===== src/rtl/kgp_muldiv_pkg.sv =====
// Shared encodings for the iterative multiply/divide unit.
package kgp_muldiv_pkg;

    localparam int unsigned XLEN_DEF = 32;
    localparam int unsigned REG_W    = 5;

    typedef enum logic [1:0] {
        OP_MUL   = 2'b00,
        OP_MULHU = 2'b01,
        OP_DIVU  = 2'b10,
        OP_REMU  = 2'b11
    } op_e;

    typedef enum logic [1:0] {
        S_IDLE = 2'b00,
        S_ITER = 2'b01,
        S_DONE = 2'b10
    } state_e;

    function automatic logic is_div_op(input op_e op);
        return (op == OP_DIVU) || (op == OP_REMU);
    endfunction

    // MULHU and REMU read the upper/accumulator half; MUL and DIVU the shift register.
    function automatic logic is_acc_result(input op_e op);
        return (op == OP_MULHU) || (op == OP_REMU);
    endfunction

endpackage


===== src/rtl/muldiv_unit_if.sv =====
// Issue/write-back bundle between the controller and muldiv_unit.
interface muldiv_unit_if #(
    parameter int unsigned XLEN = kgp_muldiv_pkg::XLEN_DEF
) ();
    logic                                start;
    logic [1:0]                          op;
    logic [XLEN-1:0]                     src_a;
    logic [XLEN-1:0]                     src_b;
    logic [kgp_muldiv_pkg::REG_W-1:0]    dst;
    logic                                busy;
    logic                                done;
    logic                                wb_write;
    logic [kgp_muldiv_pkg::REG_W-1:0]    wb_dr;
    logic [XLEN-1:0]                     wb_data;

    modport master (
        output start, op, src_a, src_b, dst,
        input  busy, done, wb_write, wb_dr, wb_data
    );

    modport slave (
        input  start, op, src_a, src_b, dst,
        output busy, done, wb_write, wb_dr, wb_data
    );
endinterface


===== src/rtl/muldiv_shift_core.sv =====
// One combinational radix-2 step: add-and-shift multiply or restoring divide.
module muldiv_shift_core #(
    parameter int unsigned XLEN = 32
) (
    input  logic            is_div,
    input  logic [XLEN-1:0] operand,
    input  logic [XLEN-1:0] acc,
    input  logic [XLEN-1:0] mq,
    output logic [XLEN-1:0] acc_nxt,
    output logic [XLEN-1:0] mq_nxt
);
    logic [XLEN:0] sum_c;
    logic [XLEN:0] shifted_c;
    logic [XLEN:0] diff_c;

    // Remainder stays below the divisor, so the sign of diff_c alone decides restore.
    always_comb begin
        sum_c     = {1'b0, acc} + (mq[0] ? {1'b0, operand} : '0);
        shifted_c = {acc, mq[XLEN-1]};
        diff_c    = shifted_c - {1'b0, operand};
        acc_nxt   = sum_c[XLEN:1];
        mq_nxt    = {sum_c[0], mq[XLEN-1:1]};
        if (is_div) begin
            if (!diff_c[XLEN]) begin
                acc_nxt = diff_c[XLEN-1:0];
                mq_nxt  = {mq[XLEN-2:0], 1'b1};
            end else begin
                acc_nxt = shifted_c[XLEN-1:0];
                mq_nxt  = {mq[XLEN-2:0], 1'b0};
            end
        end
    end
endmodule


===== src/rtl/muldiv_unit.sv =====
// Iterative MUL/MULHU/DIVU/REMU unit with single-cycle register write-back.
// Optional MULDIV_EARLY_OUT_EN: zero-operand multiplies and divide-by-zero finish at accept.
module muldiv_unit
    import kgp_muldiv_pkg::*;
#(
    parameter int unsigned XLEN  = XLEN_DEF,
    parameter int unsigned CNT_W = 6
) (
    input  logic         clk,
    input  logic         reset,
    muldiv_unit_if.slave bus
);
    state_e            state_q, state_d;
    logic [CNT_W-1:0]  cnt_q, cnt_d;
    op_e               op_q, op_d;
    logic [REG_W-1:0]  dst_q, dst_d;
    logic [XLEN-1:0]   opnd_q, opnd_d;
    logic [XLEN-1:0]   acc_q, acc_d;
    logic [XLEN-1:0]   mq_q, mq_d;
    logic              busy_q, done_q, done_d, wb_write_q, wb_write_d;
    logic [REG_W-1:0]  wb_dr_q, wb_dr_d;
    logic [XLEN-1:0]   wb_data_q, wb_data_d;
    logic [XLEN-1:0]   step_acc, step_mq;
    op_e               op_in_c;
    logic              early_c;
    logic [XLEN-1:0]   early_data_c;

    assign op_in_c = op_e'(bus.op);

    muldiv_shift_core #(.XLEN(XLEN)) u_core (
        .is_div  (is_div_op(op_q)),
        .operand (opnd_q),
        .acc     (acc_q),
        .mq      (mq_q),
        .acc_nxt (step_acc),
        .mq_nxt  (step_mq)
    );

`ifdef MULDIV_EARLY_OUT_EN
    // Trivial results known at accept time.
    always_comb begin
        early_c      = 1'b0;
        early_data_c = '0;
        case (op_in_c)
            OP_MUL, OP_MULHU: early_c = (bus.src_a == '0) || (bus.src_b == '0);
            OP_DIVU: begin
                early_c      = (bus.src_b == '0);
                early_data_c = '1;
            end
            default: begin
                early_c      = (bus.src_b == '0);
                early_data_c = bus.src_a;
            end
        endcase
    end
`else
    assign early_c      = 1'b0;
    assign early_data_c = '0;
`endif

    always_comb begin
        state_d    = state_q;
        cnt_d      = cnt_q;
        op_d       = op_q;
        dst_d      = dst_q;
        opnd_d     = opnd_q;
        acc_d      = acc_q;
        mq_d       = mq_q;
        done_d     = 1'b0;
        wb_write_d = 1'b0;
        wb_dr_d    = wb_dr_q;
        wb_data_d  = wb_data_q;
        unique case (state_q)
            S_IDLE: begin
                if (bus.start) begin
                    op_d   = op_in_c;
                    dst_d  = bus.dst;
                    cnt_d  = '0;
                    acc_d  = '0;
                    opnd_d = is_div_op(op_in_c) ? bus.src_b : bus.src_a;
                    mq_d   = is_div_op(op_in_c) ? bus.src_a : bus.src_b;
                    if (early_c) begin
                        state_d    = S_DONE;
                        done_d     = 1'b1;
                        wb_write_d = (bus.dst != '0);
                        wb_dr_d    = bus.dst;
                        wb_data_d  = early_data_c;
                    end else begin
                        state_d = S_ITER;
                    end
                end
            end
            S_ITER: begin
                if (cnt_q == CNT_W'(XLEN)) begin
                    state_d    = S_DONE;
                    done_d     = 1'b1;
                    wb_write_d = (dst_q != '0);
                    wb_dr_d    = dst_q;
                    wb_data_d  = is_acc_result(op_q) ? acc_q : mq_q;
                end else begin
                    acc_d = step_acc;
                    mq_d  = step_mq;
                    cnt_d = cnt_q + CNT_W'(1);
                end
            end
            S_DONE:  state_d = S_IDLE;
            default: state_d = S_IDLE;
        endcase
    end

    always_ff @(posedge clk) begin
        if (reset) begin
            state_q    <= S_IDLE;
            cnt_q      <= '0;
            op_q       <= OP_MUL;
            dst_q      <= '0;
            opnd_q     <= '0;
            acc_q      <= '0;
            mq_q       <= '0;
            busy_q     <= 1'b0;
            done_q     <= 1'b0;
            wb_write_q <= 1'b0;
            wb_dr_q    <= '0;
            wb_data_q  <= '0;
        end else begin
            state_q    <= state_d;
            cnt_q      <= cnt_d;
            op_q       <= op_d;
            dst_q      <= dst_d;
            opnd_q     <= opnd_d;
            acc_q      <= acc_d;
            mq_q       <= mq_d;
            busy_q     <= (state_d != S_IDLE);
            done_q     <= done_d;
            wb_write_q <= wb_write_d;
            wb_dr_q    <= wb_dr_d;
            wb_data_q  <= wb_data_d;
        end
    end

    assign bus.busy     = busy_q;
    assign bus.done     = done_q;
    assign bus.wb_write = wb_write_q;
    assign bus.wb_dr    = wb_dr_q;
    assign bus.wb_data  = wb_data_q;
endmodule


===== src/flat_wrapper.sv =====
// flat-port wrapper written by rule: the top's interface ports become plain ports
module muldiv_unit_flat import kgp_muldiv_pkg::*;
#(
    parameter int unsigned XLEN  = XLEN_DEF,
    parameter int unsigned CNT_W = 6
)
  (clk, reset, bus_start, bus_op, bus_src_a, bus_src_b, bus_dst, bus_busy, bus_done, bus_wb_write, bus_wb_dr, bus_wb_data);
  muldiv_unit_if #(.XLEN(XLEN)) bus_i ();
  input  logic clk;
  input  logic reset;
  input wire logic [$bits(bus_i.start)-1:0] bus_start;
  input wire logic [$bits(bus_i.op)-1:0] bus_op;
  input wire logic [$bits(bus_i.src_a)-1:0] bus_src_a;
  input wire logic [$bits(bus_i.src_b)-1:0] bus_src_b;
  input wire logic [$bits(bus_i.dst)-1:0] bus_dst;
  output wire logic [$bits(bus_i.busy)-1:0] bus_busy;
  output wire logic [$bits(bus_i.done)-1:0] bus_done;
  output wire logic [$bits(bus_i.wb_write)-1:0] bus_wb_write;
  output wire logic [$bits(bus_i.wb_dr)-1:0] bus_wb_dr;
  output wire logic [$bits(bus_i.wb_data)-1:0] bus_wb_data;
  assign bus_i.start = bus_start;
  assign bus_i.op = bus_op;
  assign bus_i.src_a = bus_src_a;
  assign bus_i.src_b = bus_src_b;
  assign bus_i.dst = bus_dst;
  assign bus_busy = bus_i.busy;
  assign bus_done = bus_i.done;
  assign bus_wb_write = bus_i.wb_write;
  assign bus_wb_dr = bus_i.wb_dr;
  assign bus_wb_data = bus_i.wb_data;
  muldiv_unit #(.XLEN(XLEN), .CNT_W(CNT_W)) u_core (.clk(clk), .reset(reset), .bus(bus_i));
endmodule

===== config.mk =====
export PLATFORM = sky130hd
export DESIGN_NAME = muldiv_unit_flat
export DESIGN_NICKNAME = d
export VERILOG_FILES = /design/src/rtl/kgp_muldiv_pkg.sv /design/src/rtl/muldiv_unit_if.sv /design/src/rtl/muldiv_shift_core.sv /design/src/rtl/muldiv_unit.sv /design/src/flat_wrapper.sv
export SDC_FILE = /design/constraint.sdc
export NUM_CORES = 1
export LEC_CHECK = 0
export CORE_ASPECT_RATIO = 1.25
export CORE_MARGIN = 1.5
export CORE_UTILIZATION = 54
export CTS_BUF_LIST = sky130_fd_sc_hd__clkbuf_4 sky130_fd_sc_hd__clkbuf_8
export CTS_CLUSTER_SIZE = 40
export DETAILED_ROUTE_END_ITERATION = 10
export PLACE_DENSITY = 0.8
export SLEW_MARGIN = 15
export SYNTH_ARGS = -nofsm -noshare
export SYNTH_HDL_FRONTEND = slang
export SYNTH_SLANG_ARGS = --single-unit

===== constraint.sdc =====
create_clock -name clk -period 3 [get_ports clk]
set_clock_uncertainty 0.1 [all_clocks]
set_input_delay 0.6 -clock clk [delete_from_list [all_inputs] [get_ports clk]]
set_output_delay 0.6 -clock clk [all_outputs]
set_load 0.1 [all_outputs]

==> impl_metrics.csv <==
group,metric,value,unit
synthesis,async_reset_ff_frac,0,
critical_path,worst_ep_required_time,3.27,ns
synthesis,synth-edff-count,0,
critical_path,path_delay_family,"compound AO/OA/AOI/OAI gates",
critical_path,crit-reg2reg-launch,"u_core.mq_q[0]",
placement,portBuffers,113,
layout,nFillCells,1586,
layout,syn2layout_area_growth,25.8,%
critical_path,worst_r2r_path_depth,13,
power,cellPowerDensity,385,nW/um^2
timing,finalWorstSetupSlack,-0.0172,ns
drt,drt_iter0_drc,889,
synthesis,netlist_area,10900,sq um
synthesis,synth_warnings,0,
cts,clockBufferDepth,2,
cts,cts_hold_buf,0,
timing,tightest_slew,0.719,ns
critical_path,r2r_slack,-0.02,ns
layout,drive_above_1_share,0.169,
floorplanning,die_w,130,um
timing,tns,-0.0321,ns
synthesis,synthMuxAreaShare,0.111,
timing,finalCriticalPeriod,3.02,ns
power,p_sw,1.74,mW
worst_hold_path,hold_path.class,"flop to flop",
timing,rsz0062_at_grt,"true",
global_routing,grt_pass1_wl,51700,um
placement,gp_congestion,0.989,
synthesis,synth_cells,1377,
synthesis,synthSimpleGateAreaFrac,0.180,
floorplanning,die-area,21100,sq um
power,leakagePower,5.63,nW
placement,postPlaceCellArea,12800,sq um
critical_path,crit_path_start,"u_core.mq_q[0]",
power,p_sw_frac,0.330,
status,failed_checks,"negative setup slack",
power,fin_total_pwr,5.29,mW
synthesis,synthDistinctLibCells,67,
critical_path,critPathMaxFanout,3,
critical_path,worst-path-stages,13,
layout,fin_nets,1687,
power,clkPwrFrac,0.300,
floorplanning,start_util,0.556,
synthesis,post_synth_fa_ha_maj_area_fraction,0.0793,
global_routing,antenna_found_initial,0,
synthesis,ys.flop_type,"dfxtp_1",
drt,avgRoutedWirePerCell,17.8,um
timing,fmax,331,MHz
power,ir_drop,0.000281,V
floorplanning,rows,57,
drt,vias,11100,
global_routing,grt_use_total,0.306,
timing,period_share,1.01,
timing,hold_viol,0,
global_routing,grt_max_degree,71,
timing,setup_violations,3,
critical_path,cp_num_buf_inv,1,
cts,cts_tree,"built",
synthesis,synth_area_per_cell,7.93,sq um
critical_path,timing.rr.end,"u_core.acc_q[29]",
global_routing,grt_overflow,0,
drt,drcViolationCount,0,
synthesis,synth-seq-cells,151,
timing,slew_headroom,0.520,
drt,ant_nets,0,
synthesis,synth_top_family_by_area,"compound AO/OA/AOI/OAI gates",
flow_run,cap_violations,0,
cts,htreeDepth,4,
floorplanning,die-height,162,um
global_routing,grt_pass1_vias,10900,
power,pwr-share-seq,0.417,
cts,clk_pin_slew,0.09,ns
drt,vias_per_cell,6.10,
power,comb_power_share,0.283,
critical_path,worstSetupStartpointType,"flop",
timing,final_max_slew_viol_count,0,
status,status,"finished, violations left",
drt,firstDrtPassIters,8,
critical_path,slowest_delay,0.35,ns
cts,cts_buffers,17,
cts,clock_latency,0.46,ns
critical_path,arrival,3.29,ns
floorplanning,coreArea,19600,sq um
drt,routed_wl,32500,um
critical_path,critPathCapture,"u_core.acc_q[29]",
layout,diodes,0,
critical_path,end_kind,"flop",
synthesis,synth_xor_area_frac,0.0441,
critical_path,worst-setup-path-type,"flop to flop",
synthesis,synth_nets,1519,
synthesis,synth_seq_area_share,0.277,
cts,cts_root_buffer,"clkbuf_8",
cts,cts_sinks,151,
synthesis,synth_compound_area_frac,0.258,
layout,final_cell_area,13700,sq um
critical_path,slowest_stage,"fa_2",
placement,post-dp-hpwl,23100,um
floorplanning,ios,114,
power,p_int,3.54,mW
critical_path,path_cells,"and2_1, ha_2, inv_1, fa_2, nand2b_4, a211oi_4, o41ai_4, a31o_2, o21a_1, o21ai_2, mux2i_1, o221ai_1, a31oi_1",
[placed cells by master, fill, tap and decap left out, types with 8 or more instances in the layout]
| master | netlist | layout |
|---|---|---|
| buf_4 | 0 | 152 |
| dfxtp_1 | 151 | 146 |
| nor2_1 | 146 | 142 |
| a211oi_1 | 134 | 128 |
| mux2i_1 | 120 | 116 |
| a21oi_1 | 115 | 109 |
| nand2_1 | 106 | 104 |
| clkdlybuf4s50_1 | 0 | 71 |
| ha_1 | 66 | 61 |
| inv_1 | 53 | 53 |
| nor2b_1 | 39 | 38 |
| and2_1 | 38 | 37 |
| xor2_1 | 31 | 31 |
| o21ai_0 | 39 | 30 |
| xnor2_1 | 24 | 24 |
| o21ai_1 | 15 | 22 |
| clkbuf_8 | 0 | 21 |
| a21o_1 | 18 | 18 |
| nand3_1 | 18 | 17 |
| nor3_1 | 18 | 17 |
| o21a_1 | 15 | 14 |
| a22oi_1 | 13 | 13 |
| nand4_1 | 12 | 12 |
| a31oi_1 | 11 | 9 |
| and3_1 | 8 | 8 |
[cell usage after synthesis (38+ instances only)]
cell type  number  area share
a21oi_1       115       0.053
and2_1         38       0.022
a211oi_1      134       0.092
nor2b_1        39       0.022
dfxtp_1       151        0.28
nand2_1       106       0.036
clkbuf_1       70       0.024
ha_1           66       0.076
nor2_1        146       0.050
o21ai_0        39       0.018
mux2i_1       120        0.11
inv_1          53       0.018
[metrics by stage]
step                cells  utilization  hold WS, ns  setup slack [ns]
floorplan            1377            -        0.340            0.0363
global placement     1774        0.654        0.348            -0.156
detailed placement   1774        0.654        0.356            -0.220
CTS                  1806        0.678        0.372           0.00871
global route         1822        0.700        0.388            -0.154
finish               1822        0.700        0.369           -0.0172
[cells by family (layout without fill, tap and decap cells)]
logic type	count (synthesis)	in the layout
buffers and inverters	141	321
DFF	151	151
adders and majority gates	68	68
xor gates and xnor gates	55	55
and+or+nand+nor	417	417
AOI/OAI and AO/OA	424	424
muxes	121	121
[state kept, by name, summed over array words and instances (netlist names)]
signal               cells
u_core.bus.wb_write      1
u_core.mq_q             32
u_core.bus.wb_dr         5
u_core.bus.wb_data      32
u_core.acc_q            32
u_core.dst_q             5
u_core.cnt_q             6
u_core.bus.busy          1
u_core.opnd_q           32
u_core.op_q              2
u_core.state_q           2
u_core.bus.done          1
[area by class of cell]
class	count	area (sq um)	area share
Inverter	53	199	0.0145
Sequential cell	151	3030	0.221
Clock inverter	9	92.6	0.00674
Multi-Input combinational cell	1085	7670	0.559
Clock buffer	22	297	0.0216
Tap cell	265	332	0.0241
Timing Repair Buffer	237	2110	0.154
[per-layer routing]
layer	GRT usage	vias to the layer above	wire, um	share of wire
met2	0.533	408	16200	0.50
met3	0.0468	83	1760	0.054
met1	0.372	5282	13700	0.42
met5	0	-	0	0
li1	-	5340	-	-
met4	0.125	0	886	0.027
[power groups by stage]
stage / logic (mW) / registers (mW) / clock network, mW
final: 1.50 / 2.20 / 1.59
after global routing: 1.63 / 2.22 / 1.69
after CTS: 1.37 / 2.20 / 1.61
after detailed placement: 1.36 / 2.25 / 0
after global placement: 1.33 / 2.24 / 0
after floorplan: 0.914 / 2.22 / 0
[what timing repair did]
item | in CTS | in global routing
gates cloned | 0 | 4
gates resized for setup | 16 | 57
buffers inserted | 1 | 13
setup endpoints to repair | 24 | 33
pin swaps | 7 | 32
[how the worst min path moves through the flow]
stage,from,cells past startpoint,slack (ns),endpoint
after floorplan,u_core.dst_q[3],2,0.34,u_core.bus.wb_dr[3]
after global placement,u_core.bus.wb_dr[3],2,0.35,u_core.bus.wb_dr[3]
after detailed placement,u_core.bus.wb_dr[4],2,0.36,u_core.bus.wb_dr[4]
after CTS,u_core.bus.wb_dr[3],2,0.37,u_core.bus.wb_dr[3]
after global routing,u_core.bus.wb_dr[1],2,0.39,u_core.bus.wb_dr[1]
final,u_core.bus.wb_dr[4],2,0.37,u_core.bus.wb_dr[4]
[worst min-delay path, cell delays in order (launching register included)]
cell	delay, ns
dfxtp_1	0.32
nand2_1	0.05
a21oi_1	0.06
Note: power is estimated with default switching activity, not from simulation.
